File: src/rtl/mem_arbiter.sv
// Round-robin two-port arbiter/sequencer for a single-port, combinational-read data memory.
// Optional per-port ack counters are compiled in when MEM_ARB_STATS_EN is defined.
module mem_arbiter #(
  parameter int ADDR_W = 19,
  parameter int DATA_W = 19
) (
  input  logic              clk,
  input  logic              rst,
  input  logic              req0,
  input  logic              we0,
  input  logic [ADDR_W-1:0] addr0,
  input  logic [DATA_W-1:0] wdata0,
  output logic              ack0,
  output logic [DATA_W-1:0] rdata0,
  input  logic              req1,
  input  logic              we1,
  input  logic [ADDR_W-1:0] addr1,
  input  logic [DATA_W-1:0] wdata1,
  output logic              ack1,
  output logic [DATA_W-1:0] rdata1,
  output logic [ADDR_W-1:0] mem_address,
  output logic [DATA_W-1:0] mem_write_data,
  output logic              mem_write,
  input  logic [DATA_W-1:0] mem_read_data,
  output logic              busy
`ifdef MEM_ARB_STATS_EN
  ,
  output logic [15:0]       stat_cnt0,
  output logic [15:0]       stat_cnt1
`endif
);

  typedef enum logic [1:0] {IDLE, ISSUE, DONE} state_t;

  state_t              state_q;
  logic                last_grant_q;
  logic                win_q;
  logic                we_q;
  logic [ADDR_W-1:0]   addr_q;
  logic [DATA_W-1:0]   wdata_q;
  logic                ack0_q;
  logic                ack1_q;
  logic [DATA_W-1:0]   rdata0_q;
  logic [DATA_W-1:0]   rdata1_q;

  logic                grant_valid_d;
  logic                grant_d;

  // On a tie the port that did not win last time is served.
  always_comb begin
    grant_valid_d = req0 | req1;
    grant_d       = 1'b0;
    if (req0 && req1) begin
      grant_d = ~last_grant_q;
    end else if (req1) begin
      grant_d = 1'b1;
    end
  end

  always_ff @(posedge clk) begin
    if (rst) begin
      state_q      <= IDLE;
      last_grant_q <= 1'b1;
      win_q        <= 1'b0;
      we_q         <= 1'b0;
      addr_q       <= '0;
      wdata_q      <= '0;
      ack0_q       <= 1'b0;
      ack1_q       <= 1'b0;
      rdata0_q     <= '0;
      rdata1_q     <= '0;
    end else begin
      ack0_q <= 1'b0;
      ack1_q <= 1'b0;
      case (state_q)
        IDLE: begin
          if (grant_valid_d) begin
            win_q   <= grant_d;
            we_q    <= grant_d ? we1 : we0;
            addr_q  <= grant_d ? addr1 : addr0;
            wdata_q <= grant_d ? wdata1 : wdata0;
            state_q <= ISSUE;
          end
        end
        ISSUE: begin
          if (!we_q) begin
            if (win_q) begin
              rdata1_q <= mem_read_data;
            end else begin
              rdata0_q <= mem_read_data;
            end
          end
          ack0_q  <= ~win_q;
          ack1_q  <= win_q;
          state_q <= DONE;
        end
        DONE: begin
          last_grant_q <= win_q;
          state_q      <= IDLE;
        end
        default: state_q <= IDLE;
      endcase
    end
  end

  // Write strobe is combinational so a reset arriving mid-access blocks the store.
  assign mem_write      = (state_q == ISSUE) & we_q & ~rst;
  assign mem_address    = addr_q;
  assign mem_write_data = wdata_q;
  assign busy           = (state_q != IDLE);
  assign ack0           = ack0_q;
  assign ack1           = ack1_q;
  assign rdata0         = rdata0_q;
  assign rdata1         = rdata1_q;

`ifdef MEM_ARB_STATS_EN
  logic [15:0] stat_cnt0_q;
  logic [15:0] stat_cnt1_q;

  always_ff @(posedge clk) begin
    if (rst) begin
      stat_cnt0_q <= '0;
      stat_cnt1_q <= '0;
    end else begin
      if (ack0_q && stat_cnt0_q != 16'hFFFF) begin
        stat_cnt0_q <= stat_cnt0_q + 16'd1;
      end
      if (ack1_q && stat_cnt1_q != 16'hFFFF) begin
        stat_cnt1_q <= stat_cnt1_q + 16'd1;
      end
    end
  end

  assign stat_cnt0 = stat_cnt0_q;
  assign stat_cnt1 = stat_cnt1_q;
`endif

endmodule
File: config.mk
export PLATFORM = sky130hd
export DESIGN_NAME = mem_arbiter
export DESIGN_NICKNAME = d
export VERILOG_FILES = /design/src/rtl/mem_arbiter.sv
export SDC_FILE = /design/constraint.sdc
export NUM_CORES = 1
export LEC_CHECK = 0
export BUFFER_PORTS_ARGS = -buffer_cell sky130_fd_sc_hd__buf_2
export CAP_MARGIN = 10
export CORE_MARGIN = 5
export CORE_UTILIZATION = 40
export CTS_CLUSTER_DIAMETER = 200
export DETAILED_ROUTE_END_ITERATION = 10
export PLACE_DENSITY_LB_ADDON = 0.12
export REMOVE_ABC_BUFFERS = 1
export SYNTH_ARGS = -nofsm -noshare
export SYNTH_HDL_FRONTEND = slang
export SYNTH_SLANG_ARGS = --single-unit
File: constraint.sdc
create_clock -name clk -period 1.85 [get_ports clk]
set_clock_uncertainty 0.2 [all_clocks]
set_input_delay 0 -clock clk [delete_from_list [all_inputs] [get_ports clk]]
set_output_delay 0 -clock clk [all_outputs]
set_load 0.01 [all_outputs]
==> results of run 1 <==
==> report_power, final <==
group	switching [mW]	internal (mW)	leakage, nW
Clock	0.687	0.814	0.115
Sequential	0.0813	1.92	0.681
Combinational	0.503	0.487	1.74
==> final cells by class <==
| type | count | area, µm² |
|---|---|---|
| well taps | 105 | 131 |
| inverters | 1 | 3.75 |
| multi-input cells | 291 | 1550 |
| fillers | 688 | 2590 |
| repair buffers | 297 | 2040 |
| clock buffers | 10 | 138 |
| clock inverters | 6 | 96.3 |
| flip-flops and latches | 83 | 1660 |
==> stage by stage <==
stage,instance area [µm²],setup slack [ns],hold WS (ns),util [%],std cells
floorplan,3190,-1.87,-0.138,-,375
global placement,4380,0.278,0.0560,53.3,676
detailed placement,4380,0.227,0.0609,53.3,676
CTS,5620,0.126,0.227,68.4,793
global route,5630,0.0292,0.224,68.5,793
finish,5630,0.129,0.245,68.5,793
==> sequential cells by signal (all words and copies together), names as in the netlist <==
name	count
ack0	1
ack1	1
last_grant_q	1
mem_address	19
mem_write_data	19
rdata0	19
rdata1	19
state_q	2
we_q	1
win_q	1
==> timing repair <==
| item | 4_1_cts | 5_1_grt |
|---|---|---|
| hold buffers | 101 | 0 |
| gates resized for setup | 0 | 1 |
| setup endpoints to repair | 0 | 7 |
| hold endpoints to repair | 82 | 0 |
==> worst min-delay path: stages <==
cell and delay, ns:
dlygate4sd3_1 0.53, buf_2 0.13, nand2_1 0.05, a21oi_1 0.05
==> logic make-up after synthesis <==
kind of cell    Yosys count
simple gates            170
flops                    83
buf+inv                  38
compound gates          121
==> placed cells by master (no fill, tap or decap), types with 3 or more instances in the layout <==
master         netlist  routed
nand2_1            144     144
buf_4                3      15
dlygate4sd3_1        0     101
dfxtp_1             83      83
a21oi_2             10      10
clkbuf_8             0      10
a311oi_1            39      39
buf_2               19     180
a21oi_1             68      68
nor2b_1              3       3
nand2_2             10      10
==> worst max path at each step <==
stage	startpoint	end	slack, ns
global placement	state_q[1]$_SDFFE_PP0P_	rdata0[4]$_SDFFE_PP0P_	0.28
floorplan	state_q[1]$_SDFFE_PP0P_	mem_write_data[11]$_SDFFE_PP0P_	-1.87
detailed placement	state_q[1]$_SDFFE_PP0P_	rdata0[2]$_SDFFE_PP0P_	0.23
finish	req0	mem_write_data[15]$_SDFFE_PP0P_	0.13
global route	state_q[0]$_SDFFE_PP0P_	mem_write	0.03
CTS	last_grant_q$_SDFFE_PP1N_	mem_write_data[15]$_SDFFE_PP0P_	0.13
==> layer usage <==
metal  vias up  wire length (µm)
li1       1961                 -
met1      1859              5020
met2       206              5700
met3        24              1230
met4         0               263
met5         -                 0
==> key figures, run 1 <==
Global routing
  • Met3 Usage GRT: 7.30%
  • Grt peak-use layer: met2
  • All-Layer GR Usage: 23.5%
  • Met2 Use GR: 38.3%
  • Grt total ovfl: 0
  • Vias in the first global route: 4107
  • First-pass GRT wire length: 19600 µm
  • Met1 usage: 29.4%
  • Pin count of the biggest net entering global routing: 46
  • Antenna violations before repair: 0

Die
  • DIE HEIGHT: 102 µm
  • Initial Utilization: 41.2%
  • I/O Pins: 181
  • DIE AREA: 0.0104 mm²
  • Die span in x: 102 µm
  • Row cnt: 33
  • Core box area: 0.00822 mm²

Layout
  • Area delta synth->final: 66.1%
  • Antenna Cells: 0
  • Final #Nets: 784
  • Share of cells above drive strength 1: 34.9%

Hold path
  • Worst Hold Path EP: rdata1[4]$_SDFFE_PP0P_
  • Worst hold path class: in2reg
  • WHS Path Cells: 4
  • Hold path start: mem_read_data[4]

Clocking
  • Worst-skew pair later-pin latency: 0.34 ns
  • Reg clk slew, reported paths: 0.09 ns
  • H-tree depth: 3
  • Clock root buffer master: clkbuf_8
  • Clock Sink Count: 83
  • Post-CTS Setup Bufs: 0
  • CTS Buf Count: 9
  • TritonCTS clock tree: done
  • Max Buffers Root-to-Sink: 2

Placement
  • Port bufs: 180
  • Global placer's final weighted congestion: 0.835
  • DP HPWL: 7440 µm

STA
  • Fmax: 581 MHz
  • Min cycle time layout: 1.72 ns
  • Finish-stage setup viols: 0
  • Setup TNS: 0 ns
  • Fin. Hold Viols: 0
  • Max transition margin: 65.1%
  • RSZ-0062 raised after global routing: false
  • Least-Margin Pin Slew: 0.523 ns
  • Final Max Tran Viols: 0
  • Post-route clock period utilization: 93.0%

Drt
  • Vias per cell: 5.11
  • Final WL: 12200 µm
  • ANT nets after route: 0
  • Vias: 4050
  • Routed len/inst: 15.4 µm
  • Router iterations before antenna repair: 5
  • Drc violations: 0
  • DRT iter0 DRCs: 215

Synth
  • Avg Cell Area, Syn: 8.22 µm²
  • Top cells by count, synth: nand2_1 (144), dfxtp_1 (83), a21oi_1 (68)
  • Synth warnings: 0
  • Largest family of logic cells by synthesized area: compound AO/OA/AOI/OAI gates
  • Adder-cell share of the synthesized area: 0%
  • Post-synth EDFFs: 0
  • Syn Inst Count: 412
  • Simple-Gate Fraction of Synth Area: 21.4%
  • Synth cell types: 26
  • Post-synthesis mux area share: 0%
  • Synth area leaders: dfxtp_1 (49%), nand2_1 (16%), a311oi_1 (10%)
  • Post-synth top area cell: dfxtp_1
  • Share of the synthesized area in the top cell type: 49.1%
  • Sequential element share of the synthesized area: 49.1%
  • Compound-Gate Fraction of Synth Area: 23.6%
  • Most frequent cell after synthesis: nand2_1
  • Netlist Area Pre-Place: 0.00339 mm²
  • Post-synthesis xor/xnor area fraction: 0%
  • Async S/R FF share, synth: 0%
  • Synth Flop Type: dfxtp_1
  • Synthesis-stage register bit count: 83

Setup path
  • Crit path buffers/inverters: 3
  • Worst r2r src: last_grant_q$_SDFFE_PP1N_
  • Worst EP required: 1.91 ns
  • Slowest cell on crit path: dlygate4sd3_1
  • WP data arrival: 1.78 ns
  • CP Depth: 6
  • Kind of start point of the critical path: input pin
  • Crit-path max FO: 4
  • Reg2reg end: mem_write_data[15]$_SDFFE_PP0P_
  • Endpoint class of the critical path: flip-flop
  • R2R Setup Slk: 0.15 ns
  • CP Class: in2reg
  • Slowest cell delay on critical path: 0.60 ns
  • FF-to-FF path depth: 4
  • Crit path cell chain: dlygate4sd3_1, buf_2, a21boi_2, dlygate4sd3_1, nand2_1, a311oi_1
  • Worst path most repeated cell: dlygate4sd3_1
  • Family with the most delay on the worst path: buffers and inverters

Power
  • P_leak: 2.54 nW
  • Pwr/cell area: 799 mW/mm²
  • VDD IR-drop max: 0.000462 V
  • Pwr Total: 4.50 mW

Status
  • Outcome: finished, final reports clean

Job
  • MaxCap Viol Count: 0
Note: power is estimated with default switching activity, not from simulation.
==> inputs of run 2 (changes only) <==
--- a/config.mk
+++ b/config.mk
@@ -7,8 +7,10 @@
 export LEC_CHECK = 0
 export BUFFER_PORTS_ARGS = -buffer_cell sky130_fd_sc_hd__buf_2
 export CAP_MARGIN = 10
+export CELL_PAD_IN_SITES_DETAIL_PLACEMENT = 1
+export CELL_PAD_IN_SITES_GLOBAL_PLACEMENT = 1
 export CORE_MARGIN = 5
-export CORE_UTILIZATION = 40
+export CORE_UTILIZATION = 31
 export CTS_CLUSTER_DIAMETER = 200
 export DETAILED_ROUTE_END_ITERATION = 10
 export PLACE_DENSITY_LB_ADDON = 0.12
==> key figures, run 2 (same netlist as run 1, synthesis figures left out) <==
Drt
  • ANT nets after route: 0
  • Router iterations before antenna repair: 4
  • Routed len/inst: 17.7 µm
  • Drc violations: 0
  • DRT iter0 DRCs: 211
  • Vias per cell: 4.99
  • Final WL: 14600 µm
  • Vias: 4128

STA
  • Least-Margin Pin Slew: 0.488 ns
  • RSZ-0062 raised after global routing: false
  • Post-route clock period utilization: 90.6%
  • Final Max Tran Viols: 0
  • Worst setup margin: 0.175 ns
  • Max transition margin: 67.5%
  • Fin. Hold Viols: 0
  • Setup TNS: 0 ns
  • Finish-stage setup viols: 0
  • Fmax: 597 MHz
  • Min cycle time layout: 1.68 ns

Layout
  • Final #Nets: 785
  • Core Util, Final: 52.3%
  • Fillers: 1320
  • Antenna Cells: 0
  • Post-Layout Cell Count: 828
  • Share of cells above drive strength 1: 35.2%
  • Area delta synth->final: 66.8%
  • Most common cell after layout, fill and taps aside: buf_2
  • Commonest cells after routing, fill and taps aside: buf_2 (180), nand2_1 (144), dlygate4sd3_1 (100), dfxtp_1 (83), a21oi_1 (68)

Die
  • I/O Pins: 181
  • DIE AREA: 0.0131 mm²
  • Initial Utilization: 31.4%
  • Die span in x: 115 µm
  • Core box area: 0.0108 mm²
  • DIE HEIGHT: 115 µm
  • Row cnt: 38

Clocking
  • TritonCTS clock tree: done
  • CTS Buf Count: 9
  • Clock root buffer master: clkbuf_8
  • Clock Sink Count: 83
  • Worst-skew pair later-pin latency: 0.34 ns
  • Max Buffers Root-to-Sink: 2
  • H-tree depth: 3
  • Reg clk slew, reported paths: 0.10 ns

Global routing
  • Vias in the first global route: 4640
  • First-pass GRT wire length: 23700 µm
  • Antenna violations before repair: 0
  • Grt total ovfl: 0
  • All-Layer GR Usage: 22.7%
  • Pin count of the biggest net entering global routing: 41

Placement
  • DP HPWL: 8680 µm
  • Placed Instances: 713
  • Port bufs: 180
  • Pre-CTS setup slack: 0.217 ns
  • Global placer's final weighted congestion: 0.756

Power
  • Pwr/cell area: 771 mW/mm²
  • VDD IR-drop max: 0.000383 V
  • P_leak: 2.53 nW

Setup path
  • Worst EP required: 1.89 ns
  • WP data arrival: 1.71 ns
  • Kind of start point of the critical path: flip-flop
  • Crit-path max FO: 19
  • CP Class: reg2reg
  • R2R Setup Slk: 0.17 ns
  • Endpoint class of the critical path: flip-flop

Status
  • Outcome: finished, final reports clean

Job
  • MaxCap Viol Count: 0

Hold path
  • Worst hold path class: in2reg
==> run 2: cell count changes in the layout (fill, tap and decap cells not counted), sizes merged <==
cell | before | now
buf | 196 | 198
clkinv | 1 | 3
bufinv | 2 | 1
clkbuf | 10 | 9
dlygate4sd3 | 101 | 100
inv | 3 | 2
==> run 2: area by class of cell <==
type	count	area, µm²	area share [%]
Clock buffer	9	124	2.19
Clock inverter	6	65.1	1.15
Inverter	1	3.75	0.0665
Multi-Input combinational cell	291	1560	27.6
Sequential cell	83	1660	29.4
Tap cell	140	175	3.10
Timing Repair Buffer	298	2060	36.5
==> run 2: worst max-delay path, stage by stage, from the launching register on <==
cell and delay [ns]:
dfxtp_1 0.38, nor2_2 0.19, buf_4 0.28, a21oi_1 0.12
a311oi_1 0.37
==> run 2: routing by layer <==
layer	vias to the layer above	wire length [µm]	part of all wire, %	global-route usage, %
met5	-	0	0	0
met4	0	462	3.2	10.5
met3	40	1280	8.7	5.92
met2	194	6930	47	38.1
met1	1931	5960	41	26.9
li1	1963	-	-	-
==> run 2: per-stage QoR <==
step / hold WS (ns) / cell area, µm² / total power, mW
after floorplan: -0.138 / 3190 / 2.43
after global placement: 0.0583 / 4450 / 2.88
after detailed placement: 0.0614 / 4450 / 2.89
after CTS: 0.00635 / 5640 / 4.37
after global routing: 0.0582 / 5650 / 4.59
final: 0.0319 / 5650 / 4.35
==> run 2: worst paths after layout <==
kind / start / end / cells after the start
setup / recovery: state_q[1]$_SDFFE_PP0P_ / mem_write_data[13]$_SDFFE_PP0P_ / 4
setup reg to reg: state_q[1]$_SDFFE_PP0P_ / mem_write_data[13]$_SDFFE_PP0P_ / 4
hold / removal: req0 / mem_address[9]$_SDFFE_PP0P_ / 5
hold reg to reg: rdata1[2]$_SDFFE_PP0P_ / rdata1[2]$_SDFFE_PP0P_ / 2
==> run 2: timing repair <==
action                                  in CTS  in global routing
hold buffers                               100                  0
endpoints found under the hold margin       83                  0
endpoints found under the setup margin       0                  9
setup buffers                                0                  0
gates resized for setup                      0                  2
==> run 2: where the power goes <==
group | internal (mW) | switching, mW
logic | 0.495 | 0.543
clock network | 0.620 | 0.686
registers | 1.92 | 0.0836
total | 3.04 | 1.31
